`config.mk`:
```
export PLATFORM = sky130hd
export DESIGN_NAME = mem_responder
export DESIGN_NICKNAME = d
export VERILOG_FILES = /design/src/rtl/mem_if_pkg.sv /design/src/rtl/rsp_fifo.sv /design/src/rtl/mem_responder.sv
export SDC_FILE = /design/constraint.sdc
export NUM_CORES = 1
export LEC_CHECK = 0
export CAP_MARGIN = 25
export CORE_ASPECT_RATIO = 1.1
export CORE_MARGIN = 2
export CORE_UTILIZATION = 35
export CTS_CLUSTER_DIAMETER = 100
export CTS_CLUSTER_SIZE = 30
export DETAILED_ROUTE_END_ITERATION = 7
export GPL_ROUTABILITY_DRIVEN = 0
export HOLD_SLACK_MARGIN = 0.08
export SLEW_MARGIN = 10
export SYNTH_ARGS = -nofsm -noshare
export SYNTH_HDL_FRONTEND = slang
export SYNTH_SLANG_ARGS = --single-unit
```
`constraint.sdc`:
```
create_clock -name clk -period 8.8 [get_ports clk]
set_input_delay 2.64 -clock clk [delete_from_list [all_inputs] [get_ports clk]]
set_output_delay 2.64 -clock clk [all_outputs]
set_load 0.02 [all_outputs]
```
`src/rtl/mem_if_pkg.sv`:
```
// Shared widths and the response record carried from the
// memory responder to its in-order response buffer.
package mem_if_pkg;

  localparam int MEM_AW = 3;
  localparam int MEM_DW = 32;

  typedef struct packed {
    logic              we;
    logic [MEM_DW-1:0] data;
  } mem_rsp_t;

endpackage

```
`src/rtl/rsp_fifo.sv`:
```
// In-order response buffer: DEPTH entries of mem_rsp_t.
// Ports: clk, rst (sync active-low), push/din, pop/dout,
// count (occupancy), empty.
module rsp_fifo
  import mem_if_pkg::*;
#(
  parameter int DEPTH = 2,
  localparam int PW = $clog2(DEPTH)
) (
  input  logic          clk,
  input  logic          rst,
  input  logic          push,
  input  mem_rsp_t      din,
  input  logic          pop,
  output mem_rsp_t      dout,
  output logic [PW:0]   count,
  output logic          empty
);

  logic [PW-1:0] wr_q, wr_d;
  logic [PW-1:0] rd_q, rd_d;
  logic [PW:0]   cnt_q, cnt_d;
  mem_rsp_t      slot_q [DEPTH];

  // DEPTH is a power of two, so pointer overflow is the wrap.
  always_comb begin
    wr_d  = wr_q;
    rd_d  = rd_q;
    cnt_d = cnt_q;
    if (push) wr_d = wr_q + 1'b1;
    if (pop)  rd_d = rd_q + 1'b1;
    unique case ({push, pop})
      2'b10:   cnt_d = cnt_q + 1'b1;
      2'b01:   cnt_d = cnt_q - 1'b1;
      default: cnt_d = cnt_q;
    endcase
  end

  always_ff @(posedge clk) begin
    if (!rst) begin
      wr_q  <= '0;
      rd_q  <= '0;
      cnt_q <= '0;
    end else begin
      wr_q  <= wr_d;
      rd_q  <= rd_d;
      cnt_q <= cnt_d;
    end
  end

  // Storage needs no reset: entries are only read once counted.
  always_ff @(posedge clk) begin
    if (push) slot_q[wr_q] <= din;
  end

  assign dout  = slot_q[rd_q];
  assign count = cnt_q;
  assign empty = (cnt_q == '0);

endmodule

```
`src/rtl/mem_responder.sv`:
```
// Handshake-based 8x32 RAM responder with in-order responses.
// Ports: clk, rst (sync active-low), req_* channel, rsp_* channel.
module mem_responder
  import mem_if_pkg::*;
#(
  parameter int AW        = MEM_AW,
  parameter int DW        = MEM_DW,
  parameter int RSP_DEPTH = 2
) (
  input  logic          clk,
  input  logic          rst,
  input  logic          req_valid,
  output logic          req_ready,
  input  logic          req_we,
  input  logic [AW-1:0] req_addr,
  input  logic [DW-1:0] req_wdata,
  output logic          rsp_valid,
  input  logic          rsp_ready,
  output logic          rsp_we,
  output logic [DW-1:0] rsp_data
);

  localparam int CW = $clog2(RSP_DEPTH) + 1;

  logic [DW-1:0] ram_q [2**AW];
  logic          accept;
  logic          pop;
  mem_rsp_t      push_rsp;
  mem_rsp_t      head;
  logic [CW-1:0] count;
  logic          empty;

  // Ready follows the registered count only: a pop in the
  // same cycle does not free a slot for a new request.
  assign req_ready = (count < CW'(RSP_DEPTH));
  assign accept    = req_valid & req_ready;
  assign rsp_valid = ~empty;
  assign pop       = rsp_valid & rsp_ready;

  // Read data is taken before this edge's write lands.
  always_comb begin
    push_rsp.we   = req_we;
    push_rsp.data = req_we ? req_wdata : ram_q[req_addr];
  end

  // RAM is deliberately not reset; contents survive rst.
  always_ff @(posedge clk) begin
    if (accept && req_we) ram_q[req_addr] <= req_wdata;
  end

  rsp_fifo #(
    .DEPTH (RSP_DEPTH)
  ) u_rsp_fifo (
    .clk   (clk),
    .rst   (rst),
    .push  (accept),
    .din   (push_rsp),
    .pop   (pop),
    .dout  (head),
    .count (count),
    .empty (empty)
  );

  // Stale slot contents are masked so outputs read 0 when idle.
  assign rsp_we   = rsp_valid & head.we;
  assign rsp_data = rsp_valid ? head.data : '0;

endmodule
```
==> impl_metrics.csv, run 1 <==
group,metric,value,unit
drt,first_iter_violations,618,
worst_setup_path,r2r_setup_slack,5.94,ns
worst_setup_path,r2r-start,"u_rsp_fifo.count[1]",
drt,firstDrtPassIters,5,
worst_setup_path,ff2ff_path_depth,4,
logic_synthesis,synthArstFlopShare,0,
worst_setup_path,cp-end-kind,"primary output",
logic_synthesis,synth_top_area_frac,0.745,
place,dp_slack,3.21,ns
floorplanning,io-pin-count,75,
layout,area_delta_synth_final,13.3,%
layout,mostFrequentLayoutCell,"edfxtp_1",
floorplanning,initial_core_util,0.357,
worst_setup_path,critical_path_arrival,2.51,ns
job,cap_violations,0,
drt,post-route-drc-count,0,
logic_synthesis,synth_ff_type,"edfxtp_1",
logic_synthesis,ys_seq_area_frac,0.753,
timing,setup_viol,0,
timing,timing.slew.headroom,0.360,
min_path,hold_path.class,"register to register",
global_route,grt_pass1_wl,42700,um
timing,period_needed,5.15,ns
global_route,grt_start_max_net_pins,49,
drt,wl_met3,1400,um
logic_synthesis,synthCells,758,
layout,final_cell_mix,"edfxtp_1, clkdlybuf4s50_1, mux2i_1",
logic_synthesis,avgSynthCellArea,17.1,um2
status,outcome,"completed",
drt,vias_per_cell,5.17,
timing,clock_skew,0.0147,ns
cts,cts_hold_buffers,0,
pwr,p_switching,878,uW
layout,regArea,0.00977,mm2
global_route,grt.total_usage,0.144,
floorplanning,fp-row-count,73,
layout,nFillCells,3320,
worst_setup_path,rr_endpoint,"ram_q[0][18]",
timing,drv_slew,0,
drt,via_count,6771,
layout,final_area,0.0147,mm2
floorplanning,core,0.0364,mm2
logic_synthesis,ys_types,47,
logic_synthesis,synth-seq-cells,327,
logic_synthesis,yosys_warnings,0,
timing,final.setup.tns,0,ns
drt,highest_layer,"met4",
pwr,pwr-share-seq,0.555,
timing,rsz0062_at_grt,"false",
worst_setup_path,crit_path_max_fanout,33,
layout,multi_input_area,0.00291,mm2
cts,cts_tree,"done",
pwr,combinationalPowerShare,0.214,
timing,hold_viol,0,
drt,ant_nets,0,
cts,clk_latency,0.50,ns
logic_synthesis,synth_nets,799,
pwr,power_density,224,mW/mm2
drt,met1_length,12900,um
layout,drive_above_1_share,0.103,
pwr,p_leak,0.00460,uW
worst_setup_path,cp.required,6.16,ns
floorplanning,dieArea,0.0386,mm2
global_route,grt_antenna_before_repair,0,
drt,wirelength,28100,um
timing,finalCritPeriodShare,0.586,
drt,routedWlPerCell,21.5,um
floorplanning,dieWidth,188,um
layout,n_antenna_cell,0,
drt,dr_wl_met2,13600,um
cts,cts_max_level,1,
min_path,min_path_cells,2,
logic_synthesis,synth_top_cell_by_area,"edfxtp_1",
worst_setup_path,critPathKind,"register to primary output",
cts,cts_inserted_buffers,14,
logic_synthesis,synth_edf_count,322,
cts,cts_resized,0,
worst_setup_path,endpoint,"rsp_data[11]",
cts,cts_setup_buffers,0,
place,io_buffers,74,
timing,worst_slack,3.65,ns
global_route,grt_pass1_vias,6952,
logic_synthesis,ys_top_cells_by_area,"edfxtp_1, mux2i_1, a22oi_1",
place,dpl-instance-area,0.0143,mm2
timing,max_freq,194,MHz
global_route,grt-ovfl-total,0,
cts,cts_root_buf,"clkbuf_16",
layout,nets,859,
place,dp_hpwl,17500,um
worst_setup_path,cp-start-kind,"register",
pwr,intPower,2410,uW
cts,clock-sinks,327,
floorplanning,die_h,206,um
pwr,irDropWorstVdd,0.171,mV
pwr,p_sw_frac,0.267,
pwr,clkPwrFrac,0.232,
cts,cts.clk_slew.worst_paths,0.11,ns
cts,cts_max_path_buffers,3,
logic_synthesis,syn_area,0.0130,mm2
timing,worst_slew_pin_slew,0.960,ns
[worst max-delay path: stages (launching register included)]
cell,delay [ns]
dfxtp_2,0.33
buf_4,0.50
mux2i_1,0.53
nor2_1,0.08
clkdlybuf4s50_1,0.56
[area by class of cell]
| type | count | share of cell area |
|---|---|---|
| clock inverters | 1 | 0.000341 |
| multi-input cells | 364 | 0.198 |
| inverters | 16 | 0.00409 |
| clock buffers | 20 | 0.0268 |
| repair buffers | 95 | 0.0646 |
| well taps | 487 | 0.0415 |
| flip-flops and latches | 327 | 0.665 |
[worst min-delay path by stage]
stage	start	to	slack (ns)
after floorplan	u_rsp_fifo.count[1]	u_rsp_fifo.count[1]	0.49
after global placement	u_rsp_fifo.count[1]	u_rsp_fifo.count[1]	0.53
after detailed placement	u_rsp_fifo.count[1]	u_rsp_fifo.count[1]	0.55
after CTS	u_rsp_fifo.count[1]	u_rsp_fifo.count[1]	0.56
after global routing	u_rsp_fifo.rd_q	u_rsp_fifo.rd_q	0.61
final	u_rsp_fifo.count[1]	u_rsp_fifo.count[1]	0.56
[layer usage]
layer,vias to the layer above,track usage
met5,-,0
met4,0,0.0242
met3,19,0.0170
met2,168,0.250
met1,3458,0.199
li1,3126,-
[state kept, by name, summed over array words and instances, names as in the netlist, named ones only]
register	count
u_rsp_fifo.wr_q	1
u_rsp_fifo.count	2
ram_q	256
u_rsp_fifo.rd_q	1
u_rsp_fifo.slot_q	66
[cell usage after synthesis (2+ instances only)]
cell,count
o31a_1,14
buf_4,5
buf_1,3
a21oi_1,29
o221ai_1,2
a22oi_1,46
edfxtp_1,322
mux2_2,16
o31ai_1,2
dfxtp_1,5
mux2_1,18
buf_6,9
nand3_1,2
and2_1,11
nand2b_1,15
buf_2,18
nor3_1,2
nor2_2,2
nor2_1,50
a31oi_1,6
a221o_1,11
o2bb2ai_1,14
clkbuf_1,16
a2bb2oi_1,9
inv_1,15
mux2i_1,48
o21ai_1,5
a22o_1,3
xnor2_1,2
nor2b_1,10
a221oi_2,13
nand2_1,3
a21o_1,4
a221oi_1,15
[per-stage QoR]
stage / utilization / hold WS (ns) / power [uW] / instances
5_1_grt: 0.404 / 0.612 / 3420 / 1310
3_3_place_gp: 0.391 / 0.528 / 2550 / 1285
4_1_cts: 0.404 / 0.563 / 3320 / 1310
6_report: 0.404 / 0.559 / 3290 / 1310
3_5_place_dp: 0.393 / 0.547 / 2570 / 1289
2_1_floorplan: - / 0.490 / 2250 / 758
[power by group through the flow]
stage          clock [uW]  sequential, uW  combinational, uW
3_3_place_gp            0            1860                696
2_1_floorplan           0            1860                398
3_5_place_dp            0            1860                713
5_1_grt               827            1830                759
6_report              762            1820                703
4_1_cts               779            1830                715
[cells by family (layout without fill, tap and decap cells)]
| family | after synthesis | after routing | synth area share |
|---|---|---|---|
| flops | 327 | 327 | 0.753 |
| simple gates | 98 | 98 | 0.0368 |
| mux | 83 | 83 | 0.0677 |
| fa+ha+maj | 1 | 1 | 0.000964 |
| xor+xnor | 3 | 3 | 0.00203 |
| compound gates | 179 | 179 | 0.112 |
| buf+inv | 67 | 132 | 0.0278 |
(Power assumes the default switching activity.)
==> inputs of run 2 (changes only) <==
- clock period: 8.8 -> 4.75 ns (I/O delays scaled with it)
==> run 2 against run 1 <==
Sequential power increased by 86%. Final area increased by 0.59%. Worst setup slack got worse by 2.6 ns. Combinational power increased by 89%. Worst hold slack improved by 0.0030 ns. Sequential share of layout area decreased by 0.39 points. Flip-flop and latch count unchanged. Clock-buffer cell count unchanged. Largest cell class unchanged. Highest routed layer unchanged.
==> impl_metrics.csv, run 2 (synthesized netlist as in run 1, its figures left out) <==
group,metric,value,unit
layout,top_register,"ram_q",
worst_setup_path,slowest_stage,"clkdlybuf4s50_1",
drt,routedWlPerCell,22.2,um
layout,nets,869,
pwr,clkPwrFrac,0.230,
timing,holdWs,0.562,ns
cts,cts_root_buf,"clkbuf_16",
drt,first_iter_violations,513,
timing,rsz0062_at_grt,"false",
pwr,total_power,6120,uW
place,io_buffers,74,
timing,timing.slew.headroom,0.407,
timing,drv_slew,0,
status,outcome,"completed",
drt,post-route-drc-count,0,
cts,clk_latency,0.50,ns
pwr,p_leak,0.00465,uW
pwr,combinationalPowerShare,0.217,
timing,final.setup.tns,0,ns
timing,clock_skew,0.0130,ns
layout,area_delta_synth_final,14.0,%
job,cap_violations,0,
worst_setup_path,critPathMaxStageDelay,0.55,ns
cts,cts_inserted_buffers,14,
worst_setup_path,path_cells,"nor2_2, buf_4, nor2_1, clkdlybuf4s50_1",
drt,via_count,6867,
cts,cts_setup_buffers,0,
worst_setup_path,r2r_setup_slack,2.51,ns
worst_setup_path,cp-end-kind,"primary output",
floorplanning,fp-row-count,73,
cts,cts_hold_buffers,0,
pwr,intPower,4470,uW
floorplanning,io-pin-count,75,
floorplanning,initial_core_util,0.357,
place,dp_hpwl,17700,um
layout,n_antenna_cell,0,
drt,vias_per_cell,5.20,
drt,ant_nets,0,
worst_setup_path,cp-start-kind,"register",
min_path,hold_path.class,"register to register",
floorplanning,dieWidth,188,um
layout,final_area,0.0148,mm2
cts,cts_tree,"done",
worst_setup_path,critPathKind,"register to primary output",
place,dpl-instance-area,0.0144,mm2
worst_setup_path,cp.required,3.32,ns
worst_setup_path,critical_path_arrival,2.29,ns
timing,max_freq,269,MHz
floorplanning,core,0.0364,mm2
layout,mostFrequentLayoutCell,"edfxtp_1",
timing,setup_viol,0,
floorplanning,dieArea,0.0386,mm2
global_route,grt_antenna_before_repair,0,
cts,cts.clk_slew.worst_paths,0.11,ns
layout,largest_reg_flops,256,
global_route,grt.total_usage,0.151,
pwr,p_switching,1650,uW
layout,final_cell_mix,"edfxtp_1, clkdlybuf4s50_1, mux2i_1",
timing,finalCritPeriodShare,0.783,
timing,worst_slew_pin_slew,0.890,ns
worst_setup_path,cp_top_family,"buffers and inverters",
timing,period_needed,3.72,ns
pwr,p_sw_frac,0.270,
layout,final_util,0.407,
drt,firstDrtPassIters,5,
floorplanning,die_h,206,um
timing,hold_viol,0,
global_route,grt_start_max_net_pins,49,
worst_setup_path,crit_path_max_fanout,22,
drt,wirelength,29300,um
global_route,grt-ovfl-total,0,
pwr,irDropWorstVdd,0.337,mV
cts,cts_resized,0,
layout,drive_above_1_share,0.114,
worst_setup_path,cp_num_buf_inv,2,
cts,clock-sinks,327,
cts,cts_max_level,1,
pwr,pwr-share-seq,0.552,
global_route,grt_pass1_vias,7111,
global_route,grt_pass1_wl,44200,um
cts,cts_max_path_buffers,3,
pwr,power_density,414,mW/mm2
[run 2: changes by cell type in the layout (fill, tap and decap cells not counted), sizes merged]
cell | before | now
buf | 24 | 34
[run 2: cell type report]
cell class / count / area, um2
Fill cell: 3299 / 21600
Sequential cell: 327 / 9770
Multi-Input combinational cell: 364 / 2920
Timing Repair Buffer: 105 / 1020
Tap cell: 487 / 609
Clock buffer: 20 / 394
Inverter: 16 / 60.1
Clock inverter: 1 / 5.00
[run 2: path summary, 6_finish.rpt]
| check | endpoint | startpoint | depth (start not counted) |
|---|---|---|---|
| max | rsp_data[18] | u_rsp_fifo.count[1] | 4 |
| min | u_rsp_fifo.count[1] | u_rsp_fifo.count[1] | 2 |
| max reg2reg | ram_q[4][18] | u_rsp_fifo.count[1] | 4 |
| min reg2reg | u_rsp_fifo.count[1] | u_rsp_fifo.count[1] | 2 |
[run 2: per-stage QoR]
step                      instances  setup slack (ns)
after floorplan                 758             0.802
after global placement         1299             0.918
after detailed placement       1299             0.853
after CTS                      1320             0.946
after global routing           1320             0.799
final                          1320              1.03
[run 2: worst min-delay path: cells and delay by family (launching register included)]
family	cells	cell delay [ns]
compound gates	2	0.16
flops	1	0.36
[run 2: per-layer routing]
| layer | part of all wire | wire [um] | track usage | up-vias |
|---|---|---|---|---|
| met2 | 0.49 | 14200 | 0.258 | 198 |
| met4 | 0.015 | 434 | 0.0329 | 0 |
| li1 | - | - | - | 3140 |
| met1 | 0.44 | 12900 | 0.205 | 3506 |
| met5 | 0 | 0 | 0 | - |
| met3 | 0.057 | 1670 | 0.0212 | 23 |
[run 2: power groups by stage]
stage | Clock, uW | Sequential (uW) | Combinational [uW]
final | 1410 | 3380 | 1330
after global routing | 1540 | 3400 | 1440
after CTS | 1440 | 3380 | 1350
after detailed placement | 0 | 3450 | 1350
after global placement | 0 | 3440 | 1330
after floorplan | 0 | 3440 | 738
==> inputs of run 3 (changes only) <==
- clock period: 4.75 -> 3.7 ns (I/O delays scaled with it)
==> run 3 against run 2 <==
First-iteration DRC count increased by 20%. Sequential power rose by 28%. Global-route usage is 0.50 points lower. Worst hold slack worse by 0.0071 ns. Final cell count is 0.45% higher. Clock-buffer cell count is 4 lower. Non-clock buffer count rose by 10. Sequential share of layout area is 0.37 points lower. Critical endpoint is now rsp_data[4].
==> impl_metrics.csv, run 3 (synthesized netlist as in run 1, its figures left out) <==
group,metric,value,unit
global_route,grtUsageMet3,0.0209,
status,outcome,"completed",
drt,vias_per_cell,5.14,
min_path,hold_path.class,"register to register",
timing,clock_skew,0.0129,ns
global_route,grt.total_usage,0.146,
layout,final_cell_mix,"edfxtp_1, clkdlybuf4s50_1, mux2i_1",
timing,worst_slew_pin_slew,0.740,ns
cts,cts_resized,0,
timing,finalCritPeriodShare,0.896,
cts,cts_tree,"done",
layout,n_antenna_cell,0,
layout,drive_above_1_share,0.124,
place,dpl-instance-area,0.0145,mm2
floorplanning,initial_core_util,0.357,
timing,setup_viol,0,
global_route,grt_pass1_vias,6920,
worst_setup_path,path_cells,"buf_12, mux2i_1, nor2_1, clkdlybuf4s50_1",
floorplanning,die_h,206,um
timing,rsz0062_at_grt,"false",
layout,largest_reg_flops,256,
drt,via_count,6811,
cts,cts_max_level,1,
drt,firstDrtPassIters,5,
timing,final.setup.tns,0,ns
job,cap_violations,0,
worst_setup_path,cp_top_family,"buffers and inverters",
worst_setup_path,slowest_stage,"clkdlybuf4s50_1",
cts,cts_root_buf,"clkbuf_16",
floorplanning,dieArea,0.0386,mm2
pwr,irDropWorstVdd,0.430,mV
pwr,p_leak,0.00471,uW
timing,hold_viol,0,
worst_setup_path,critical_path_arrival,2.20,ns
timing,period_needed,3.31,ns
floorplanning,dieWidth,188,um
drt,routedWlPerCell,21.2,um
cts,clock-sinks,327,
layout,final_area,0.0149,mm2
floorplanning,core,0.0364,mm2
worst_setup_path,cp.required,2.59,ns
drt,first_iter_violations,618,
global_route,grt_pass1_wl,42800,um
worst_setup_path,critPathMaxStageDelay,0.55,ns
timing,holdWs,0.555,ns
worst_setup_path,critPathKind,"register to primary output",
global_route,grt-busiest-layer,"met2",
drt,ant_nets,0,
timing,timing.slew.headroom,0.507,
worst_setup_path,crit_path_max_fanout,33,
drt,wirelength,28100,um
cts,cts_inserted_buffers,14,
global_route,grt-ovfl-total,0,
timing,max_freq,302,MHz
pwr,power_density,526,mW/mm2
global_route,grt_antenna_before_repair,0,
worst_setup_path,cp-start-kind,"register",
layout,mostFrequentLayoutCell,"edfxtp_1",
layout,area_delta_synth_final,14.6,%
cts,cts.clk_slew.worst_paths,0.10,ns
worst_setup_path,cp-end-kind,"primary output",
place,dp_hpwl,17800,um
worst_setup_path,cp_num_buf_inv,2,
global_route,grt_use_met1,0.199,
cts,clk_latency,0.50,ns
cts,cts_setup_buffers,0,
cts,cts_hold_buffers,0,
global_route,grtUsageMet2,0.249,
layout,nets,879,
place,io_buffers,74,
cts,cts_max_path_buffers,3,
floorplanning,io-pin-count,75,
global_route,grt_start_max_net_pins,64,
pwr,total_power,7820,uW
drt,post-route-drc-count,0,
floorplanning,fp-row-count,73,
timing,drv_slew,0,
layout,top_register,"ram_q",
[run 3: cell count changes in the layout (fill, tap and decap cells not counted)]
cell / before / now
clkinv_1: 0 / 1
clkinv_2: 1 / 0
buf_12: 5 / 7
clkbuf_1: 5 / 1
buf_4: 27 / 35
[run 3: metal layers]
metal | wire length [um] | share of wire
met5 | 0 | 0
met4 | 380 | 0.014
met3 | 1280 | 0.046
met2 | 13700 | 0.49
met1 | 12700 | 0.45
[run 3: through the flow]
step / setup WS, ns / std cells / utilization
after floorplan: 0.0668 / 758 / -
after global placement: 0.365 / 1309 / 0.398
after detailed placement: 0.319 / 1309 / 0.398
after CTS: 0.380 / 1326 / 0.409
after global routing: 0.313 / 1326 / 0.409
final: 0.385 / 1326 / 0.409
[run 3: area by class of cell]
type,instances,area [um2]
fill,3293,21500
sequential,327,9770
clock buffer,16,379
inverter,16,60.1
clock inverter,1,3.75
tap,487,609
timing repair buffer,115,1120
multi-input combinational,364,2920
[run 3: power by group]
part / switching, uW / internal (uW) / leakage (uW)
Sequential: 54.5 / 4290 / 0.00296
Clock: 1030 / 739 / 0.000188
Combinational: 998 / 711 / 0.00156
Total: 2080 / 5740 / 0.00471
[run 3: final timing paths]
path                                     startpoint                  end  slack, ns  cells past startpoint
worst max register to register  u_rsp_fifo.count[1]          ram_q[3][3]       1.68                      5
worst min-delay path            u_rsp_fifo.count[1]  u_rsp_fifo.count[1]       0.55                      2
worst min register to register  u_rsp_fifo.count[1]  u_rsp_fifo.count[1]       0.55                      2
worst max-delay path                       register          rsp_data[4]       0.39                      4
[run 3: worst register-to-register path, stage by stage, from the launching register on]
cell      delay [ns]
dfxtp_1         0.36
nor2b_1         0.38
nand3b_1        0.30
buf_4           0.25
nor2_4          0.08
buf_4           0.33
==> patch 1 (settings of run 2) <==
`MEM_DW`: 32 -> 28.
--- a/src/rtl/mem_if_pkg.sv
+++ b/src/rtl/mem_if_pkg.sv
@@ -4,5 +4,5 @@
 
   localparam int MEM_AW = 3;
-  localparam int MEM_DW = 32;
+  localparam int MEM_DW = 28;
 
   typedef struct packed {
Ports: changed (resized req_wdata and rsp_data); port bits go from 75 to 67. The function was not compared with the original's and may differ.
==> patch 1 against run 2 <==
- largest cell class unchanged
- sequential cell count decreased by 40
- maximum frequency decreased by 5.7%
- wire length decreased by 20%
- total power decreased by 14%
- final area decreased by 13%
- critical path type unchanged
- non-clock buffer count decreased by 8
- synthesized area decreased by 13%
- core utilization decreased by 0.43 points
- worst setup slack got worse by 0.22 ns
- cell count decreased by 13%
- largest power group unchanged
==> patch 1: results <==
metrics = {
    "outcome": {
        "status": "completed",
    },
    "pwr": {
        "p_leak_uw": 0.00418,
        "netSwitchingPower_uw": 1380,
        "ir_drop_uv": 188,
    },
    "yosys": {
        "synth_mux_area_share_pct": 8.59,
        "synth_compound_area_share_pct": 9.34,
        "ys_types": 46,
        "yosys-top-cells-count": "282 x edfxtp_1, 70 x mux2i_1, 53 x nor2_1, 20 x a22oi_1, 20 x a2bb2oi_1",
        "synth-xor-area-share_pct": 0.233,
        "synth_edf_count": 282,
        "postSynthCellCount": 643,
        "seq_area_frac_synth_pct": 75.8,
        "syn_nets": 680,
        "synthTopCellsByArea": "edfxtp_1 75%, mux2i_1 6.2%, mux4_2 2.0%, nor2_1 1.8%, a2bb2oi_1 1.6%",
    },
    "sta": {
        "fin_worst_skew_ns": 0.0194,
        "whs_ns": 0.560,
        "worstMarginPinSlew_ns": 0.974,
        "finalCritPeriodShare_pct": 83.0,
    },
    "placed_design": {
        "place_area_sq_mm": 0.0125,
        "portBuffers": 66,
    },
    "drt": {
        "totalWireLength_mm": 23.4,
        "vias": 5858,
        "dr.pass1.iters": 4,
    },
    "cells_and_area": {
        "final_layout_size_suffix_gt1_share_pct": 11.3,
        "final_cells": 1145,
    },
    "worst_setup_path": {
        "reg2reg_to": "ram_q[0][25]$_DFFE_PP_",
        "endpoint": "rsp_data[1]",
        "cp.arrival_ns": 2.52,
    },
    "global_route": {
        "grt_pass1_wl_mm": 35.8,
        "grt_max_degree": 57,
        "grt_util_all_layers_pct": 14.0,
    },
    "floorplanning": {
        "initial_core_util_pct": 35.3,
    },
    "clock_tree": {
        "numCtsBuffers": 13,
    },
}
-- patch 1: power by group through the flow --
stage | sequential (uW) | clock (uW) | combinational (uW)
after detailed placement | 3080 | 0 | 1020
after CTS | 3020 | 1290 | 1020
after floorplan | 3020 | 0 | 619
after global placement | 3080 | 0 | 1010
final | 3020 | 1260 | 1000
after global routing | 3040 | 1380 | 1080
-- patch 1: final cells by class --
type                    count  area share [%]
clock buffers              17            2.64
flip-flops and latches    287            66.5
clock inverters             2           0.194
repair buffers             97            6.86
inverters                   5           0.146
well taps                 426            4.14
multi-input cells         311            19.5
-- patch 1: worst max-delay path, stage by stage, from the launching register on --
cell and delay (ns):
dfxtp_2 0.99, mux2i_1 0.27, nor2_1 0.14, clkdlybuf4s50_1 0.61
-- patch 1: layer usage --
layer / up-vias / share of wire, % / GRT usage, %
met5: - / 0 / 0
met1: 3013 / 46 / 20.1
met3: 12 / 5.3 / 1.71
met2: 142 / 47 / 23.0
met4: 0 / 1.1 / 2.98
li1: 2691 / - / -
==> patch 2 (config.mk and constraints of run 2) <==
Without the edit above. Make the reset (`rst`) asynchronous in one clocked block.
--- a/src/rtl/rsp_fifo.sv
+++ b/src/rtl/rsp_fifo.sv
@@ -37,5 +37,5 @@
   end
 
-  always_ff @(posedge clk) begin
+  always_ff @(posedge clk or negedge rst) begin
     if (!rst) begin
       wr_q  <= '0;
Formal check against the unedited RTL: differs if rst is asserted again (counterexample within 4 cycles, from zero or initial values and one cycle with rst low); with rst held inactive, the same outputs for 4 cycles.
==> patch 2 against run 2 <==
- final area down 0.45%
- synthesized area down 0.79%
- via count down 1.9%
- sequential cell count down 1
- core utilization about the same
- worst setup slack worse by 0.23 ns
- total power up 1.9%
- first-iteration DRC count up 26%
- wire length down 5.4%
- highest routed layer is now met5
- count of clock-buffer cells in the layout up 3
- sequential share of layout area up 0.30 points
==> patch 2: results <==
metrics = {
    "outcome": {
        "status": "completed",
    },
    "placed_design": {
        "place_area_sq_mm": 0.0143,
        "hpwlAfterDp_mm": 17.0,
        "dp_slack_ns": 0.776,
    },
    "drt": {
        "vias": 6735,
        "totalWireLength_mm": 27.7,
        "dr_wl_met3_mm": 1.67,
        "drtIter0Drc": 645,
        "met1Wirelength_mm": 13.1,
        "wl_met2_mm": 12.5,
        "vias_per_cell": 5.15,
        "top_layer": "met5",
        "dr.pass1.iters": 5,
    },
    "sta": {
        "worstMarginPinSlew_ns": 0.918,
        "fin_worst_skew_ns": 0.0192,
        "finalCriticalPeriod_ns": 3.95,
    },
    "clock_tree": {
        "clockRootBuffer": "clkbuf_16",
        "postCtsSetupBuffers": 0,
    },
    "worst_setup_path": {
        "regToRegSetupSlack_ns": 2.28,
        "cp.arrival_ns": 2.52,
        "crit_slowest_cell": "nor2_2",
        "critical-path-max-stage-delay_ns": 0.58,
        "path_delay_family": "buffers and inverters",
        "cp_max_fo": 18,
    },
    "cells_and_area": {
        "final_layout_size_suffix_gt1_share_pct": 13.5,
        "layout.nets": 853,
    },
    "yosys": {
        "synthAdderAreaFrac_pct": 0.0972,
        "synth_compound_area_share_pct": 8.50,
        "synth_mux_area_share_pct": 9.07,
        "yosys-top-cells-count": "322 x edfxtp_1, 66 x mux2i_1, 48 x nor2_1, 37 x mux2_2, 36 x a22oi_1",
        "ys_types": 41,
        "syn_nets": 780,
        "synthTopCellsByArea": "edfxtp_1 75%, mux2i_1 5.1%, mux2_2 3.2%, a221oi_1 2.2%, a22oi_1 2.1%",
        "ys_async_sr_fraction_pct": 1.23,
        "seq_area_frac_synth_pct": 75.9,
        "synth-xor-area-share_pct": 0.340,
    },
    "global_route": {
        "grt_pass1_wl_mm": 42.2,
        "antenna_found_initial": 1,
        "grt_util_all_layers_pct": 14.3,
        "grt_max_degree": 47,
        "grt_pass1_vias": 6622,
    },
    "pwr": {
        "p_leak_uw": 0.00481,
        "ir_drop_uv": 292,
        "internal-power_uw": 4570,
    },
}
[patch 2: worst paths after layout]
path,start,endpoint,cells after the start
max,u_rsp_fifo.count[0]$_DFFE_PN0P_,rsp_data[23],4
min reg2reg,u_rsp_fifo.wr_q$_DFFE_PN0P_,u_rsp_fifo.wr_q$_DFFE_PN0P_,1
min in group asynchronous,rst,u_rsp_fifo.count[1]$_DFFE_PN0P_,1
max reg2reg,u_rsp_fifo.count[1]$_DFFE_PN0P_,ram_q[2][28]$_DFFE_PP_,4
max in group asynchronous,rst,u_rsp_fifo.rd_q$_DFFE_PN0P_,1
min,u_rsp_fifo.wr_q$_DFFE_PN0P_,u_rsp_fifo.wr_q$_DFFE_PN0P_,1
[patch 2: worst register-to-register path, delay by kind of cell, from the launching register on]
family                 cells  cell delay [ns]
and+or+nand+nor            3             1.22
buffers and inverters      1             0.47
DFF                        1             0.42
[patch 2: cell families after synthesis]
family | Yosys count
muxes | 109
AOI/OAI and AO/OA | 136
and+or+nand+nor | 100
adders and majority gates | 1
DFF | 326
buffers and inverters | 62
xor gates and xnor gates | 5
[patch 2: area by class of cell]
type / instances / area, sq um
clock buffers: 23 / 405
clock inverters: 1 / 30.0
fillers: 3261 / 21500
inverters: 14 / 52.6
multi-input cells: 351 / 2840
flip-flops and latches: 326 / 9770
well taps: 487 / 609
repair buffers: 105 / 1010
[patch 2: layer usage]
| metal | vias up | global-route usage, % |
|---|---|---|
| li1 | 3079 | - |
| met1 | 3439 | 20.9 |
| met2 | 195 | 22.7 |
| met3 | 20 | 2.30 |
| met4 | 2 | 3.12 |
| met5 | - | 0 |
[patch 2: through the flow]
stage | setup TNS [ns] | power, uW | hold slack [ns]
final | 0 | 6240 | 0.550
after detailed placement | 0 | 4820 | 0.530
after global routing | 0 | 6470 | 0.588
after CTS | 0 | 6270 | 0.546
after global placement | 0 | 4810 | 0.521
after floorplan | -7.85 | 4220 | 0.456
[patch 2: power by group through the flow]
stage | logic [uW] | registers [uW] | clock network, uW
floorplan | 779 | 3450 | 0
global placement | 1280 | 3530 | 0
detailed placement | 1290 | 3530 | 0
CTS | 1290 | 3470 | 1520
global route | 1410 | 3440 | 1610
finish | 1320 | 3430 | 1490
